===== config.mk =====
export PLATFORM = sky130hd
export DESIGN_NAME = mem_port_arbiter
export DESIGN_NICKNAME = d
export VERILOG_FILES = /design/src/rtl/mem_port_arbiter.sv
export SDC_FILE = /design/constraint.sdc
export NUM_CORES = 1
export LEC_CHECK = 0
export CORE_MARGIN = 1
export CORE_UTILIZATION = 40
export CTS_CLUSTER_DIAMETER = 150
export DETAILED_ROUTE_END_ITERATION = 12
export PLACE_DENSITY = 0.82
export SLEW_MARGIN = 25
export SYNTH_ARGS = -nofsm -noshare
export SYNTH_HDL_FRONTEND = slang
export SYNTH_SLANG_ARGS = --single-unit

===== constraint.sdc =====
create_clock -name clk -period 3.76 [get_ports clk]
set_input_delay 0.752 -clock clk [delete_from_list [all_inputs] [get_ports clk]]
set_output_delay 0.752 -clock clk [all_outputs]
set_load 0.01 [all_outputs]

===== src/rtl/mem_port_arbiter.sv =====
// ---------------------------------------------------------------------------
// mem_port_arbiter
//
// Shares one unified memory port between instruction fetch (IF) and
// load/store (LS). Each access is sequenced through a small FSM with a
// req/ack handshake toward memory. Generates byte enables and lane-replicated
// write data for sb/sh/sw, and sign/zero-extends lb/lh/lw/lbu/lhu read data.
//
// Parameters
//   STARVE_MAX  consecutive LS grants (while IF is pending) before IF is
//               forced first; legal range 1..15
//
// Ports
//   clk, rst                  clock, synchronous active-high reset
//   if_req/if_addr            fetch request (held until if_valid), word address
//   if_valid/if_rdata         1-cycle completion pulse and fetched word
//   ls_req/ls_we/ls_funct3    load/store request (held until ls_valid)
//   ls_addr/ls_wdata          byte address, store data
//   ls_valid/ls_rdata/ls_err  completion pulse, extended load data, misalign flag
//   mem_req/we/addr/be/wdata  memory request, held stable until mem_ack
//   mem_rdata/mem_ack         memory read word and same-cycle completion
//   busy                      FSM is not in IDLE
//
// Build option
//   MISALIGN_TRAP_EN  when defined, a misaligned LS request completes without
//                     touching memory and reports ls_err. When undefined,
//                     ls_err is tied low and misaligned accesses are issued
//                     with the low address bits ignored for lane selection.
//
// state   | meaning
// --------+--------------------------------------------------------------
// IDLE    | no access in flight; arbitrate and grant
// IF_WAIT | fetch issued, mem_req held until mem_ack
// LS_WAIT | load/store issued, mem_req held until mem_ack
// ---------------------------------------------------------------------------
module mem_port_arbiter #(
    parameter int unsigned STARVE_MAX = 4
) (
    input  logic        clk,
    input  logic        rst,
    input  logic        if_req,
    input  logic [31:0] if_addr,
    output logic        if_valid,
    output logic [31:0] if_rdata,
    input  logic        ls_req,
    input  logic        ls_we,
    input  logic [2:0]  ls_funct3,
    input  logic [31:0] ls_addr,
    input  logic [31:0] ls_wdata,
    output logic        ls_valid,
    output logic [31:0] ls_rdata,
    output logic        ls_err,
    output logic        mem_req,
    output logic        mem_we,
    output logic [31:0] mem_addr,
    output logic [3:0]  mem_be,
    output logic [31:0] mem_wdata,
    input  logic [31:0] mem_rdata,
    input  logic        mem_ack,
    output logic        busy
);

    typedef enum logic [1:0] {
        IDLE    = 2'd0,
        IF_WAIT = 2'd1,
        LS_WAIT = 2'd2
    } state_t;

    localparam logic [3:0]  STARVE_MAX_C = 4'(STARVE_MAX);
    localparam logic [31:0] WORD_MASK    = 32'hFFFF_FFFC;

    state_t      state_q, state_d;
    logic [3:0]  starve_cnt_q, starve_cnt_d;

    logic        mem_req_q, mem_req_d;
    logic        mem_we_q, mem_we_d;
    logic [31:0] mem_addr_q, mem_addr_d;
    logic [3:0]  mem_be_q, mem_be_d;
    logic [31:0] mem_wdata_q, mem_wdata_d;

    // funct3 and byte offset of the in-flight LS access, needed at ack time
    // to extract and extend the read data.
    logic [2:0]  ls_f3_q, ls_f3_d;
    logic [1:0]  ls_off_q, ls_off_d;

    logic        if_valid_q, if_valid_d;
    logic [31:0] if_rdata_q, if_rdata_d;
    logic        ls_valid_q, ls_valid_d;
    logic [31:0] ls_rdata_q, ls_rdata_d;
`ifdef MISALIGN_TRAP_EN
    logic        ls_err_q, ls_err_d;
`endif

    logic        if_req_eff;
    logic        ls_req_eff;
    logic        grant_if;
    logic        grant_ls;
    logic        ls_trap;

    // -----------------------------------------------------------------------
    // Lane helpers. size = funct3[1:0]: 00 byte, 01 half, 1x word.
    // -----------------------------------------------------------------------
    function automatic logic [3:0] store_be(input logic [1:0] size,
                                            input logic [1:0] off);
        case (size)
            2'b00:   store_be = 4'b0001 << off;
            2'b01:   store_be = 4'b0011 << {off[1], 1'b0};
            default: store_be = 4'b1111;
        endcase
    endfunction

    function automatic logic [31:0] store_wdata(input logic [1:0]  size,
                                                input logic [31:0] wdata);
        case (size)
            2'b00:   store_wdata = {4{wdata[7:0]}};
            2'b01:   store_wdata = {2{wdata[15:0]}};
            default: store_wdata = wdata;
        endcase
    endfunction

    function automatic logic [31:0] load_extend(input logic [2:0]  f3,
                                                input logic [1:0]  off,
                                                input logic [31:0] rdata);
        logic [7:0]  b;
        logic [15:0] h;
        b = rdata[{off, 3'b000} +: 8];
        // off[0] is ignored for halves so a misaligned half still picks a lane
        h = off[1] ? rdata[31:16] : rdata[15:0];
        case (f3)
            3'b000:  load_extend = {{24{b[7]}}, b};
            3'b001:  load_extend = {{16{h[15]}}, h};
            3'b100:  load_extend = {24'd0, b};
            3'b101:  load_extend = {16'd0, h};
            default: load_extend = rdata;
        endcase
    endfunction

`ifdef MISALIGN_TRAP_EN
    function automatic logic is_misaligned(input logic [1:0] size,
                                           input logic [1:0] off);
        case (size)
            2'b00:   is_misaligned = 1'b0;
            2'b01:   is_misaligned = off[0];
            default: is_misaligned = (off != 2'b00);
        endcase
    endfunction
`endif

    // -----------------------------------------------------------------------
    // Next-state / output logic
    // -----------------------------------------------------------------------
    always_comb begin
        state_d      = state_q;
        starve_cnt_d = starve_cnt_q;
        mem_req_d    = mem_req_q;
        mem_we_d     = mem_we_q;
        mem_addr_d   = mem_addr_q;
        mem_be_d     = mem_be_q;
        mem_wdata_d  = mem_wdata_q;
        ls_f3_d      = ls_f3_q;
        ls_off_d     = ls_off_q;
        if_valid_d   = 1'b0;
        if_rdata_d   = 32'd0;
        ls_valid_d   = 1'b0;
        ls_rdata_d   = 32'd0;
`ifdef MISALIGN_TRAP_EN
        ls_err_d     = 1'b0;
`endif
        grant_if     = 1'b0;
        grant_ls     = 1'b0;
        ls_trap      = 1'b0;

        // A requester is still holding req during its own valid pulse; that
        // cycle must not start a second access for it.
        if_req_eff = if_req & ~if_valid_q;
        ls_req_eff = ls_req & ~ls_valid_q;

`ifdef MISALIGN_TRAP_EN
        ls_trap = is_misaligned(ls_funct3[1:0], ls_addr[1:0]);
`endif

        case (state_q)
            IDLE: begin
                if (if_req_eff && (!ls_req_eff || starve_cnt_q == STARVE_MAX_C)) begin
                    grant_if = 1'b1;
                end else if (ls_req_eff) begin
                    grant_ls = 1'b1;
                end

                if (grant_if) begin
                    state_d      = IF_WAIT;
                    starve_cnt_d = 4'd0;
                    mem_req_d    = 1'b1;
                    mem_we_d     = 1'b0;
                    mem_addr_d   = if_addr & WORD_MASK;
                    mem_be_d     = 4'b1111;
                    mem_wdata_d  = 32'd0;
                end else if (grant_ls) begin
                    if (if_req_eff && starve_cnt_q != 4'hF) begin
                        starve_cnt_d = starve_cnt_q + 4'd1;
                    end
                    ls_f3_d  = ls_funct3;
                    ls_off_d = ls_addr[1:0];
                    if (ls_trap) begin
                        // Completes next cycle from IDLE; memory never sees it.
                        ls_valid_d = 1'b1;
`ifdef MISALIGN_TRAP_EN
                        ls_err_d   = 1'b1;
`endif
                    end else begin
                        state_d    = LS_WAIT;
                        mem_req_d  = 1'b1;
                        mem_we_d   = ls_we;
                        mem_addr_d = ls_addr & WORD_MASK;
                        if (ls_we) begin
                            mem_be_d    = store_be(ls_funct3[1:0], ls_addr[1:0]);
                            mem_wdata_d = store_wdata(ls_funct3[1:0], ls_wdata);
                        end else begin
                            mem_be_d    = 4'b1111;
                            mem_wdata_d = 32'd0;
                        end
                    end
                end
            end

            IF_WAIT: begin
                if (mem_ack) begin
                    state_d    = IDLE;
                    mem_req_d  = 1'b0;
                    if_valid_d = 1'b1;
                    if_rdata_d = mem_rdata;
                end
            end

            LS_WAIT: begin
                if (mem_ack) begin
                    state_d    = IDLE;
                    mem_req_d  = 1'b0;
                    ls_valid_d = 1'b1;
                    ls_rdata_d = mem_we_q ? 32'd0 : load_extend(ls_f3_q, ls_off_q, mem_rdata);
                end
            end

            default: begin
                state_d   = IDLE;
                mem_req_d = 1'b0;
            end
        endcase
    end

    // -----------------------------------------------------------------------
    // State registers
    // -----------------------------------------------------------------------
    always_ff @(posedge clk) begin
        if (rst) begin
            state_q      <= IDLE;
            starve_cnt_q <= 4'd0;
            mem_req_q    <= 1'b0;
            mem_we_q     <= 1'b0;
            mem_addr_q   <= 32'd0;
            mem_be_q     <= 4'd0;
            mem_wdata_q  <= 32'd0;
            ls_f3_q      <= 3'd0;
            ls_off_q     <= 2'd0;
            if_valid_q   <= 1'b0;
            if_rdata_q   <= 32'd0;
            ls_valid_q   <= 1'b0;
            ls_rdata_q   <= 32'd0;
`ifdef MISALIGN_TRAP_EN
            ls_err_q     <= 1'b0;
`endif
        end else begin
            state_q      <= state_d;
            starve_cnt_q <= starve_cnt_d;
            mem_req_q    <= mem_req_d;
            mem_we_q     <= mem_we_d;
            mem_addr_q   <= mem_addr_d;
            mem_be_q     <= mem_be_d;
            mem_wdata_q  <= mem_wdata_d;
            ls_f3_q      <= ls_f3_d;
            ls_off_q     <= ls_off_d;
            if_valid_q   <= if_valid_d;
            if_rdata_q   <= if_rdata_d;
            ls_valid_q   <= ls_valid_d;
            ls_rdata_q   <= ls_rdata_d;
`ifdef MISALIGN_TRAP_EN
            ls_err_q     <= ls_err_d;
`endif
        end
    end

    assign if_valid  = if_valid_q;
    assign if_rdata  = if_rdata_q;
    assign ls_valid  = ls_valid_q;
    assign ls_rdata  = ls_rdata_q;
`ifdef MISALIGN_TRAP_EN
    assign ls_err    = ls_err_q;
`else
    assign ls_err    = 1'b0;
`endif
    assign mem_req   = mem_req_q;
    assign mem_we    = mem_we_q;
    assign mem_addr  = mem_addr_q;
    assign mem_be    = mem_be_q;
    assign mem_wdata = mem_wdata_q;
    assign busy      = (state_q != IDLE);

endmodule


==> results of run 1 <==
## worst paths after layout
kind,from,endpoint,slack [ns],cells after the start
max,state_q[0],busy,1.15,4
min,mem_wdata[10],mem_wdata[10],0.47,1
max reg2reg,ls_off_q[1],ls_rdata[1],1.68,4
min reg2reg,mem_wdata[10],mem_wdata[10],0.47,1
## worst register-to-register path, stage by stage (launching register included)
cell and delay, ns:
dfxtp_1 0.73, inv_1 0.38, a21oi_1 0.52, a21oi_1 0.13, a211oi_1 0.24
## cell families (layout without fill, tap and decap cells)
| family | Yosys count | after routing | synth area share [%] |
|---|---|---|---|
| flip-flops | 145 | 145 | 50.4 |
| AO/OA/AOI/OAI | 151 | 151 | 20.5 |
| AND/OR/NAND/NOR | 222 | 222 | 17.3 |
| adder cells (fa/ha/maj) | 5 | 5 | 1.09 |
| other | 1 | 3 | 0.0651 |
| multiplexers | 31 | 31 | 5.41 |
| buffers and inverters | 68 | 332 | 5.26 |
## final cells by class
class | count | area (um2)
inverter | 19 | 71.3
multi-input combinational | 412 | 2570
timing repair buffer | 281 | 2780
sequential | 145 | 2900
tap | 180 | 225
fill | 1089 | 4700
clock buffer | 17 | 425
clock inverter | 15 | 254
## layout by cell type, fill, tap and decap left out, types with 2 or more instances in the layout
cell type / synthesis / layout
dfxtp_1: 145 / 145
o2bb2ai_1: 16 / 16
ha_1: 5 / 5
or3_1: 9 / 9
mux2i_1: 30 / 30
nor2_2: 2 / 3
a211oi_1: 11 / 11
inv_1: 18 / 18
bufinv_16: 0 / 6
and2_1: 33 / 33
nand2_1: 112 / 112
a22o_1: 16 / 16
nor2b_1: 2 / 2
a21oi_1: 30 / 30
clkbuf_16: 0 / 17
clkdlybuf4s50_1: 0 / 268
o21ai_0: 23 / 23
conb_1: 1 / 3
a221oi_2: 8 / 8
o211ai_1: 2 / 2
a32oi_1: 2 / 2
buf_4: 5 / 12
inv_6: 0 / 3
nand2b_1: 7 / 7
nor2_1: 47 / 46
a311oi_1: 30 / 30
clkinvlp_4: 0 / 3
nand3_1: 3 / 3
## sequential cells by signal (all words and copies together), names as in the netlist
signal / cells
starve_cnt_q: 4
mem_we: 1
mem_req: 1
mem_be: 4
if_valid: 1
if_rdata: 32
ls_f3_q: 3
state_q: 2
mem_wdata: 32
ls_off_q: 2
mem_addr: 30
ls_valid: 1
ls_rdata: 32
## power groups by stage
stage | clock (mW) | combinational, mW | sequential, mW
floorplan | 0 | 0.334 | 1.75
global route | 2.04 | 0.841 | 1.70
CTS | 1.96 | 0.780 | 1.69
finish | 1.93 | 0.776 | 1.69
detailed placement | 0 | 0.775 | 1.72
global placement | 0 | 0.767 | 1.72
## metal layers
| metal | share of wire (%) | vias to the layer above | global-route usage (%) |
|---|---|---|---|
| met3 | 7.4 | 23 | 7.44 |
| li1 | - | 2688 | - |
| met1 | 42 | 2573 | 28.7 |
| met2 | 49 | 200 | 39.0 |
| met5 | 0 | - | 0 |
| met4 | 1.6 | 0 | 7.95 |
==> metrics.md, run 1 <==
| Metric | Value |
|---|---|
| Status | `finished, final reports clean` |
| Hold slack | `~0.47 ns` |
| Yosys cell types | `47` |
| DR WL/cell | `16.1 um` |
| Final setup vio count | `0` |
| CP max stage delay | `0.58 ns` |
| Cts repair resizes | `0` |
| CTS tree | `done` |
| Final wirelength | `17,200 um` |
| Power share of the combinational group | `17.7%` |
| Final Cell Area | `9230 um2` |
| Layout cells sized above 1 | `under 10%` |
| Yosys top cell by area | `dfxtp_1` |
| Syn Area/Cell | `9.24 um2` |
| Worst Skew | `0.0107 ns` |
| Cts-stage hold buffer count | `0` |
| #FFs+latches synth | `145` |
| Top_reg_cell synth | `dfxtp_1` |
| Root Buffer | `clkbuf_16` |
| # placed instances | `1,037` |
| Period utilization | `between 60% and 70%` |
| Worst-Skew Late Latency | `~0.42 ns` |
| Delay-heaviest family, CP | `buffers and inverters` |
| Die Span Y | `122 um` |
| Max Freq | `384 MHz` |
| Clock buffer depth | `2` |
| Rel. slew slack | `50.8%` |
| Final Non-Filler Cells | `around 1,100` |
| Slew @ Worst Pin | `roughly 0.74 ns` |
| Syn Inst Count | `623` |
| Post-synth top cells | `145 x dfxtp_1, 112 x nand2_1, 47 x nor2_1` |
| Post-CTS Setup Bufs | `0` |
| Remaining antenna violation count | `0` |
| Htree depth | `4` |
| Row Count | `43` |
| Final setup TNS | `0 ns` |
| Period minus WS final | `2.61 ns` |
| GRT overflow | `0` |
| Cells along the critical path | `inv_1, ha_1, inv_1, clkdlybuf4s50_1` |
| CP Launch Type | `register` |
| Initial drt markers | `approximately 320` |
| Clock power frac | `between 40% and 50%` |
| Data arrival, critical path | `1.86 ns` |
| Ys Warns | `0` |
| Switching part of the total | `about 25%` |
| First-pass GRT wire length | `27,000 um` |
| Fin. Hold Viols | `0` |
| Mapped Area | `5760 um2` |
| Crit. End Element | `primary output` |
| DP HPWL | `12,100 um` |
| Io pins | `roughly 280` |
| Largest net degree at the start of global routing | `69` |
| Req. time, crit path | `3.01 ns` |
| Pwr/cell area | `476 nW/um2` |
| Internal power | `3.29 mW` |
| DRT Pass-1 Iters | `5` |
| Vias post-DR | `5,484` |
| Buffers on Ports | `~270` |
| Initial Utilization | `41.3%` |
| CTS clk-pin slew, worst paths | `0.07 ns` |
| Total core area | `approximately 14,000 um2` |
| Placement Setup Slack | `around 1.0 ns` |
| Number of vias per cell | `5.13` |
| Reg power frac | `38.4%` |
| Critical-path top delay cell | `clkdlybuf4s50_1` |
| Ys async rst share | `0%` |
| Leakage | `3.56 nW` |
| Gpl congestion | `~0.83` |
| Most common cell in the synthesized netlist | `dfxtp_1` |
| Area growth, synth to finish | `60.3%` |
| Total CTS buffers | `17` |
| Most frequent CP cell | `inv_1` |
| Post-Place Cell Area | `8550 um2` |
| Final core utilization | `between 60% and 70%` |
| Die Area | `14,900 um2` |
| Switch Pwr | `1.11 mW` |
| Drt drc | `0` |
| Maximum VDD drop | `~0.31 mV` |
| EDFF count, synth | `0` |
| Top cells by area in the synthesized netlist | `dfxtp_1 50%, nand2_1 7.3%, mux2i_1 5.2%, a311oi_1 4.6%, and2_1 3.6%` |
| Power, Total | `4.40 mW` |
| Max-slew violation count | `0` |
| Seq/Total Area, Yosys | `about half` |
| HP Class | `reg2reg` |
| Clk sink count | `approximately 150` |
| Initial antenna violation count | `0` |
| Worst Path Buf+Inv | `3` |
| Synth top area share | `50.4%` |
| Max-Cap Viols | `0` |
| Number of global-route vias before repair | `5,209` |
| Die width | `between 100 and 150 um` |
| GRT Total Usage | `23.5%` |
| RSZ-0062 raised after global routing | `false` |
| Ant. Diodes | `0` |
| Setup WS post-layout | `1.15 ns` |
| Worst Setup Path Type | `reg2out` |
| CP Max Fanout | `5` |
| Nets | `1,018` |
No activity file was read; power rests on OpenSTA's default activity.
==> run 2, diff against run 1 <==
--- a/config.mk
+++ b/config.mk
@@ -6,10 +6,10 @@
 export NUM_CORES = 1
 export LEC_CHECK = 0
 export CORE_MARGIN = 1
-export CORE_UTILIZATION = 40
+export CORE_UTILIZATION = 37
 export CTS_CLUSTER_DIAMETER = 150
 export DETAILED_ROUTE_END_ITERATION = 12
-export PLACE_DENSITY = 0.82
+export PLACE_DENSITY = 0.8
 export SLEW_MARGIN = 25
 export SYNTH_ARGS = -nofsm -noshare
 export SYNTH_HDL_FRONTEND = slang
==> constraint.sdc (replaced) <==
create_clock -name clk -period 2.3 [get_ports clk]
set_input_delay 0.46 -clock clk [delete_from_list [all_inputs] [get_ports clk]]
set_output_delay 0.46 -clock clk [all_outputs]
set_load 0.01 [all_outputs]
==> run 2 against run 1 <==
Against the previous run: hold slack worse by 0.018 ns; sequential power is 63% higher; flip-flop and latch count stayed put; register-to-register slack worse by 1.3 ns; wire length is 1.8% higher; die area is 8.0% higher; cell area is 0.53% higher; largest cell class unchanged; clock power is 48% higher; combinational power is 69% higher; non-clock buffer count is 7 higher; global-route usage is 1.4 points lower.
==> metrics.md, run 2 (synthesized netlist as in run 1, its figures left out) <==
| Metric | Value |
|---|---|
| Status | `finished, final reports clean` |
| Largest net degree at the start of global routing | `48 (-30%)` |
| Drt drc | `0 (unchanged)` |
| Area growth, synth to finish | `61.2%` |
| HP Class | `in2reg` |
| Buffers on Ports | `269 (unchanged)` |
| Max-slew violation count | `0 (unchanged)` |
| Slew @ Worst Pin | `0.744 ns (+0.00664 ns)` |
| Total CTS buffers | `17 (unchanged)` |
| Fin. Hold Viols | `0 (unchanged)` |
| Reg2reg start | `starve_cnt_q[0]` |
| Pwr/cell area | `747 nW/um2 (+57%)` |
| CP Launch Type | `register` |
| Worst Setup Path Type | `reg2out` |
| Hold slack | `0.449 ns (-0.0184 ns)` |
| Clock buffer depth | `2 (unchanged)` |
| Htree depth | `4 (unchanged)` |
| Crit. End Element | `primary output` |
| RSZ-0062 raised after global routing | `false` |
| Period minus WS final | `2.04 ns` |
| # fillers | `1,312 (+20%)` |
| Critical Path End | `busy` |
| Vias post-DR | `5,492 (+0.15%)` |
| GRT Total Usage | `22.1% (-1.4 points)` |
| Number of vias per cell | `5.07 (-1.2%)` |
| Die width | `127 um (+3.9%)` |
| R2R depth | `6 (+2)` |
| Layout cells sized above 1 | `7.70% (+0.50 points)` |
| DP HPWL | `12,600 um (+3.8%)` |
| Initial antenna violation count | `0 (unchanged)` |
| Period utilization | `88.6%` |
| Root Buffer | `clkbuf_16` |
| CTS clk-pin slew, worst paths | `0.06 ns (about the same)` |
| Data arrival, critical path | `1.58 ns (-0.28 ns)` |
| Io pins | `275 (unchanged)` |
| Commonest non-fill, non-tap cells in the layout | `267 x clkdlybuf4s50_1, 145 x dfxtp_1, 112 x nand2_1` |
| Worst R2R End | `mem_wdata[30]` |
| Remaining antenna violation count | `0 (unchanged)` |
| Die Area | `16,100 um2 (+8.0%)` |
| Ant. Diodes | `0 (unchanged)` |
| Post-CTS Setup Bufs | `0 (unchanged)` |
| Worst Skew | `0.0111 ns (+0.000427 ns)` |
| Gpl congestion | `0.815 (-1.9%)` |
| Number of global-route vias before repair | `5,267 (+1.1%)` |
| Initial Utilization | `37.9% (-3.4 points)` |
| Row Count | `45 (+4.7%)` |
| Placement Setup Slack | `-0.0347 ns (-1.08 ns)` |
| Clk sink count | `145 (unchanged)` |
| First-pass GRT wire length | `27,800 um (+3.0%)` |
| Die Span Y | `127 um (+3.9%)` |
| DR WL/cell | `16.2 um (+0.38%)` |
| Max Freq | `491 MHz` |
| Setup WS post-layout | `0.263 ns (-0.889 ns)` |
| Nets | `1,025 (+0.69%)` |
| Max-Cap Viols | `0 (unchanged)` |
| Worst-Skew Late Latency | `0.42 ns (about the same)` |
| DRT Pass-1 Iters | `7 (+2)` |
| CP Max Fanout | `5 (unchanged)` |
| Leakage | `3.59 nW (+0.78%)` |
| Rel. slew slack | `50.3% (-0.44 points)` |
| Final setup vio count | `0 (unchanged)` |
| Req. time, crit path | `1.84 ns (-1.17 ns)` |
| Commonest non-fill, non-tap cell in the layout | `clkdlybuf4s50_1` |
| Flop-to-flop setup slack | `0.35 ns (-1.33 ns)` |
| Final wirelength | `17,600 um (+1.8%)` |
| Final setup TNS | `0 ns (unchanged)` |
| Maximum VDD drop | `0.507 mV (+63%)` |
| GRT overflow | `0 (unchanged)` |
| CTS tree | `done` |
| Worst Setup SP | `state_q[0]` |
| Total core area | `15,200 um2 (+9.1%)` |
| Initial drt markers | `329 (+2.5%)` |
-- run 2: per-stage QoR --
step	cell area, um2	std cells	power, mW	util [%]
after floorplan	5760	625	3.41	-
after global placement	8680	1052	4.10	57.1
after detailed placement	8680	1052	4.12	57.1
after CTS	9280	1084	6.98	61.0
after global routing	9280	1084	7.21	61.0
final	9280	1084	6.93	61.0
-- run 2: per-layer routing --
metal  up-vias  track usage [%]  part of all wire [%]
met3        29             6.58                   7.0
met1      2552             27.1                    42
met4         0             7.84                   2.2
met2       210             36.8                    48
met5         -                0                     0
li1       2701                -                     -
-- run 2: layout make-up --
class,instances,area (um2),share of cell area [%]
Clock buffer,19,433,4.67
Clock inverter,13,171,1.85
Inverter,19,71.3,0.769
Multi-Input combinational cell,412,2570,27.7
Sequential cell,145,2900,31.3
Tap cell,188,235,2.54
Timing Repair Buffer,288,2890,31.2
-- run 2: worst min path at each step --
stage                     cells after the start       startpoint         endpoint  slack (ns)
after CTS                                     2              rst     mem_addr[26]        0.44
after global routing                          2              rst        mem_be[1]        0.46
final                                         2              rst     mem_addr[28]        0.45
after global placement                        1     mem_wdata[8]     mem_wdata[8]        0.44
after floorplan                               2  starve_cnt_q[1]  starve_cnt_q[1]        0.46
after detailed placement                      1    mem_wdata[23]    mem_wdata[23]        0.45
-- run 2: critical path: stages (launching register included) --
cell	delay, ns
dfxtp_1	0.36
inv_1	0.07
ha_1	0.27
inv_1	0.13
dlygate4sd2_1	0.32
-- run 2: repair_timing --
| item | in CTS | in global routing |
|---|---|---|
| setup endpoints to repair | 1 | 0 |
| hold buffers | 0 | 0 |
| resized for setup | 1 | 0 |
-- run 2: where the power goes --
| group | internal (mW) | leakage, nW | switching [mW] |
|---|---|---|---|
| clock | 1.73 | 0.290 | 1.13 |
| sequential | 2.67 | 1.18 | 0.0915 |
| combinational | 0.684 | 2.11 | 0.629 |
==> run 3, diff against run 2 <==
--- a/config.mk
+++ b/config.mk
@@ -5,11 +5,13 @@
 export SDC_FILE = /design/constraint.sdc
 export NUM_CORES = 1
 export LEC_CHECK = 0
+export CORE_ASPECT_RATIO = 1.75
 export CORE_MARGIN = 1
 export CORE_UTILIZATION = 37
 export CTS_CLUSTER_DIAMETER = 150
 export DETAILED_ROUTE_END_ITERATION = 12
 export PLACE_DENSITY = 0.8
+export REMOVE_ABC_BUFFERS = 1
 export SLEW_MARGIN = 25
 export SYNTH_ARGS = -nofsm -noshare
 export SYNTH_HDL_FRONTEND = slang
==> run 3 against run 2 <==
Against the previous run: critical path depth is the same; first-iteration DRC count shrank 41%; flip-flop and latch count is the same; wire length grew 0.33%; worst setup slack gained 0.019 ns; register-to-register slack lost 0.03 ns; largest power group unchanged; total power grew 0.11%; final cell count grew 0.28%; cell area grew 0.35%; fmax grew 0.95%.
==> metrics.md, run 3 (synthesized netlist as in run 1, its figures left out) <==
| Metric | Value |
|---|---|
| # fillers | `1,333 (+1.6%)` |
| Cells along the critical path | `inv_1, ha_1, inv_1, dlygate4sd2_1` |
| Clock buffer depth | `2 (unchanged)` |
| Commonest non-fill, non-tap cells in the layout | `267 x clkdlybuf4s50_1, 145 x dfxtp_1, 112 x nand2_1` |
| CP max stage delay | `0.36 ns (about the same)` |
| Leakage | `3.62 nW (+0.83%)` |
| Layout cells sized above 1 | `8.44% (+0.73 points)` |
| Ant. Diodes | `0 (unchanged)` |
| Commonest non-fill, non-tap cell in the layout | `clkdlybuf4s50_1` |
| Hold path startpoint | `rst` |
| Worst Setup SP | `state_q[0]` |
| Largest net degree at the start of global routing | `57 (+19%)` |
| Die width | `96.3 um (-24%)` |
| Initial drt markers | `194 (-41%)` |
| Req. time, crit path | `1.84 ns (about the same)` |
| Worst Skew | `0.0137 ns (+0.00261 ns)` |
| Reg2reg start | `starve_cnt_q[0]` |
| Maximum VDD drop | `0.477 mV (-5.9%)` |
| Pwr/cell area | `745 nW/um2 (-0.24%)` |
| Placement Setup Slack | `-0.0416 ns (-0.00697 ns)` |
| Worst Path Buf+Inv | `3 (unchanged)` |
| Rel. slew slack | `49.9% (-0.40 points)` |
| Power, Total | `6.94 mW (+0.11%)` |
| Crit. End Element | `primary output` |
| Vias post-DR | `5,506 (+0.25%)` |
| Nets | `1,030 (+0.49%)` |
| DR WL/cell | `16.2 um (about the same)` |
| Setup WS post-layout | `0.282 ns (+0.0191 ns)` |
| CTS tree | `done` |
| Multi-input logic area | `2570 um2 (unchanged)` |
| Max-slew violation count | `0 (unchanged)` |
| Final setup vio count | `0 (unchanged)` |
| Die Area | `16,100 um2 (+0.12%)` |
| Status | `finished, final reports clean` |
| Number of vias per cell | `5.07 (about the same)` |
| Delay-heaviest family, CP | `buffers and inverters` |
| Total core area | `15,300 um2 (+0.74%)` |
| Max-Cap Viols | `0 (unchanged)` |
| Critical Path Stages | `4 (unchanged)` |
| Post-Place Cell Area | `8700 um2 (+0.26%)` |
| DP HPWL | `13,100 um (+4.1%)` |
| Most frequent CP cell | `inv_1` |
| Initial antenna violation count | `0 (unchanged)` |
| Cts-stage hold buffer count | `0 (unchanged)` |
| Worst Setup Path Type | `reg2out` |
| DRT Pass-1 Iters | `4 (-3)` |
| Io pins | `275 (unchanged)` |
| HP Class | `in2reg` |
| Gpl congestion | `0.846 (+3.9%)` |
| Period minus WS final | `2.02 ns (-0.0191 ns)` |
| Die Span Y | `167 um (+32%)` |
| CTS clk-pin slew, worst paths | `0.06 ns (about the same)` |
| Buffers on Ports | `269 (unchanged)` |
| GRT Total Usage | `22.4% (+0.28 points)` |
| Final wirelength | `17,600 um (+0.33%)` |
| Final Cell Area | `9310 um2 (+0.35%)` |
| Final core utilization | `60.8% (-0.24 points)` |
| Htree depth | `4 (unchanged)` |
| Data arrival, critical path | `1.56 ns (-0.02 ns)` |
| Final setup TNS | `0 ns (unchanged)` |
| Slew @ Worst Pin | `0.750 ns (+0.00605 ns)` |
| Worst-Skew Late Latency | `0.42 ns (about the same)` |
| Remaining antenna violation count | `0 (unchanged)` |
| Clk sink count | `145 (unchanged)` |
| Root Buffer | `clkbuf_16` |
| Fin. Hold Viols | `0 (unchanged)` |
| Total CTS buffers | `17 (unchanged)` |
| Initial Utilization | `37.6% (-0.28 points)` |
| GRT overflow | `0 (unchanged)` |
| Critical-path top delay cell | `dfxtp_1` |
| First-pass GRT wire length | `27,400 um (-1.4%)` |
| Period utilization | `87.7% (-0.83 points)` |
| Drt drc | `0 (unchanged)` |
| Register area | `2900 um2 (unchanged)` |
| CP Launch Type | `register` |
| Hold Crit Depth | `2 (unchanged)` |
| Area growth, synth to finish | `61.7%` |
| R2R depth | `6 (unchanged)` |
| Number of global-route vias before repair | `5,454 (+3.6%)` |
| RSZ-0062 raised after global routing | `false` |
| Row Count | `60 (+33%)` |
| Max Freq | `496 MHz (+0.95%)` |
| CP Max Fanout | `5 (unchanged)` |
## run 3: layout make-up
cell class	count	share of cell area, %
Clock buffer	17	4.57
Clock inverter	15	2.03
Inverter	19	0.766
Multi-Input combinational cell	412	27.6
Sequential cell	145	31.2
Tap cell	186	2.50
Timing Repair Buffer	293	31.3
## run 3: per-stage QoR
stage,instances,hold slack [ns]
after floorplan,576,0.455
after global placement,1055,0.446
after detailed placement,1055,0.446
after CTS,1087,0.412
after global routing,1087,0.442
final,1087,0.420
## run 3: power breakdown
group / internal [mW] / switching [mW]
clock: 1.66 / 1.21
sequential: 2.67 / 0.0920
combinational: 0.693 / 0.621
total: 5.02 / 1.92
## run 3: worst paths after layout
path	end	slack [ns]
hold reg to reg	mem_wdata[14]	0.47
setup / recovery	busy	0.28
setup reg to reg	mem_wdata[1]	0.32
hold / removal	state_q[0]	0.42
## run 3: metal layers
| layer | GRT usage (%) | vias to the layer above | wire length [um] |
|---|---|---|---|
| met1 | 22.0 | 2550 | 6090 |
| met3 | 5.62 | 37 | 1110 |
| li1 | - | 2702 | - |
| met4 | 10.6 | 0 | 555 |
| met2 | 41.9 | 217 | 9860 |
| met5 | 0 | - | 0 |
## run 3: what timing repair did
item | in CTS | in global routing
gates resized for setup | 1 | 0
setup endpoints to repair | 1 | 0
setup buffers | 0 | 0
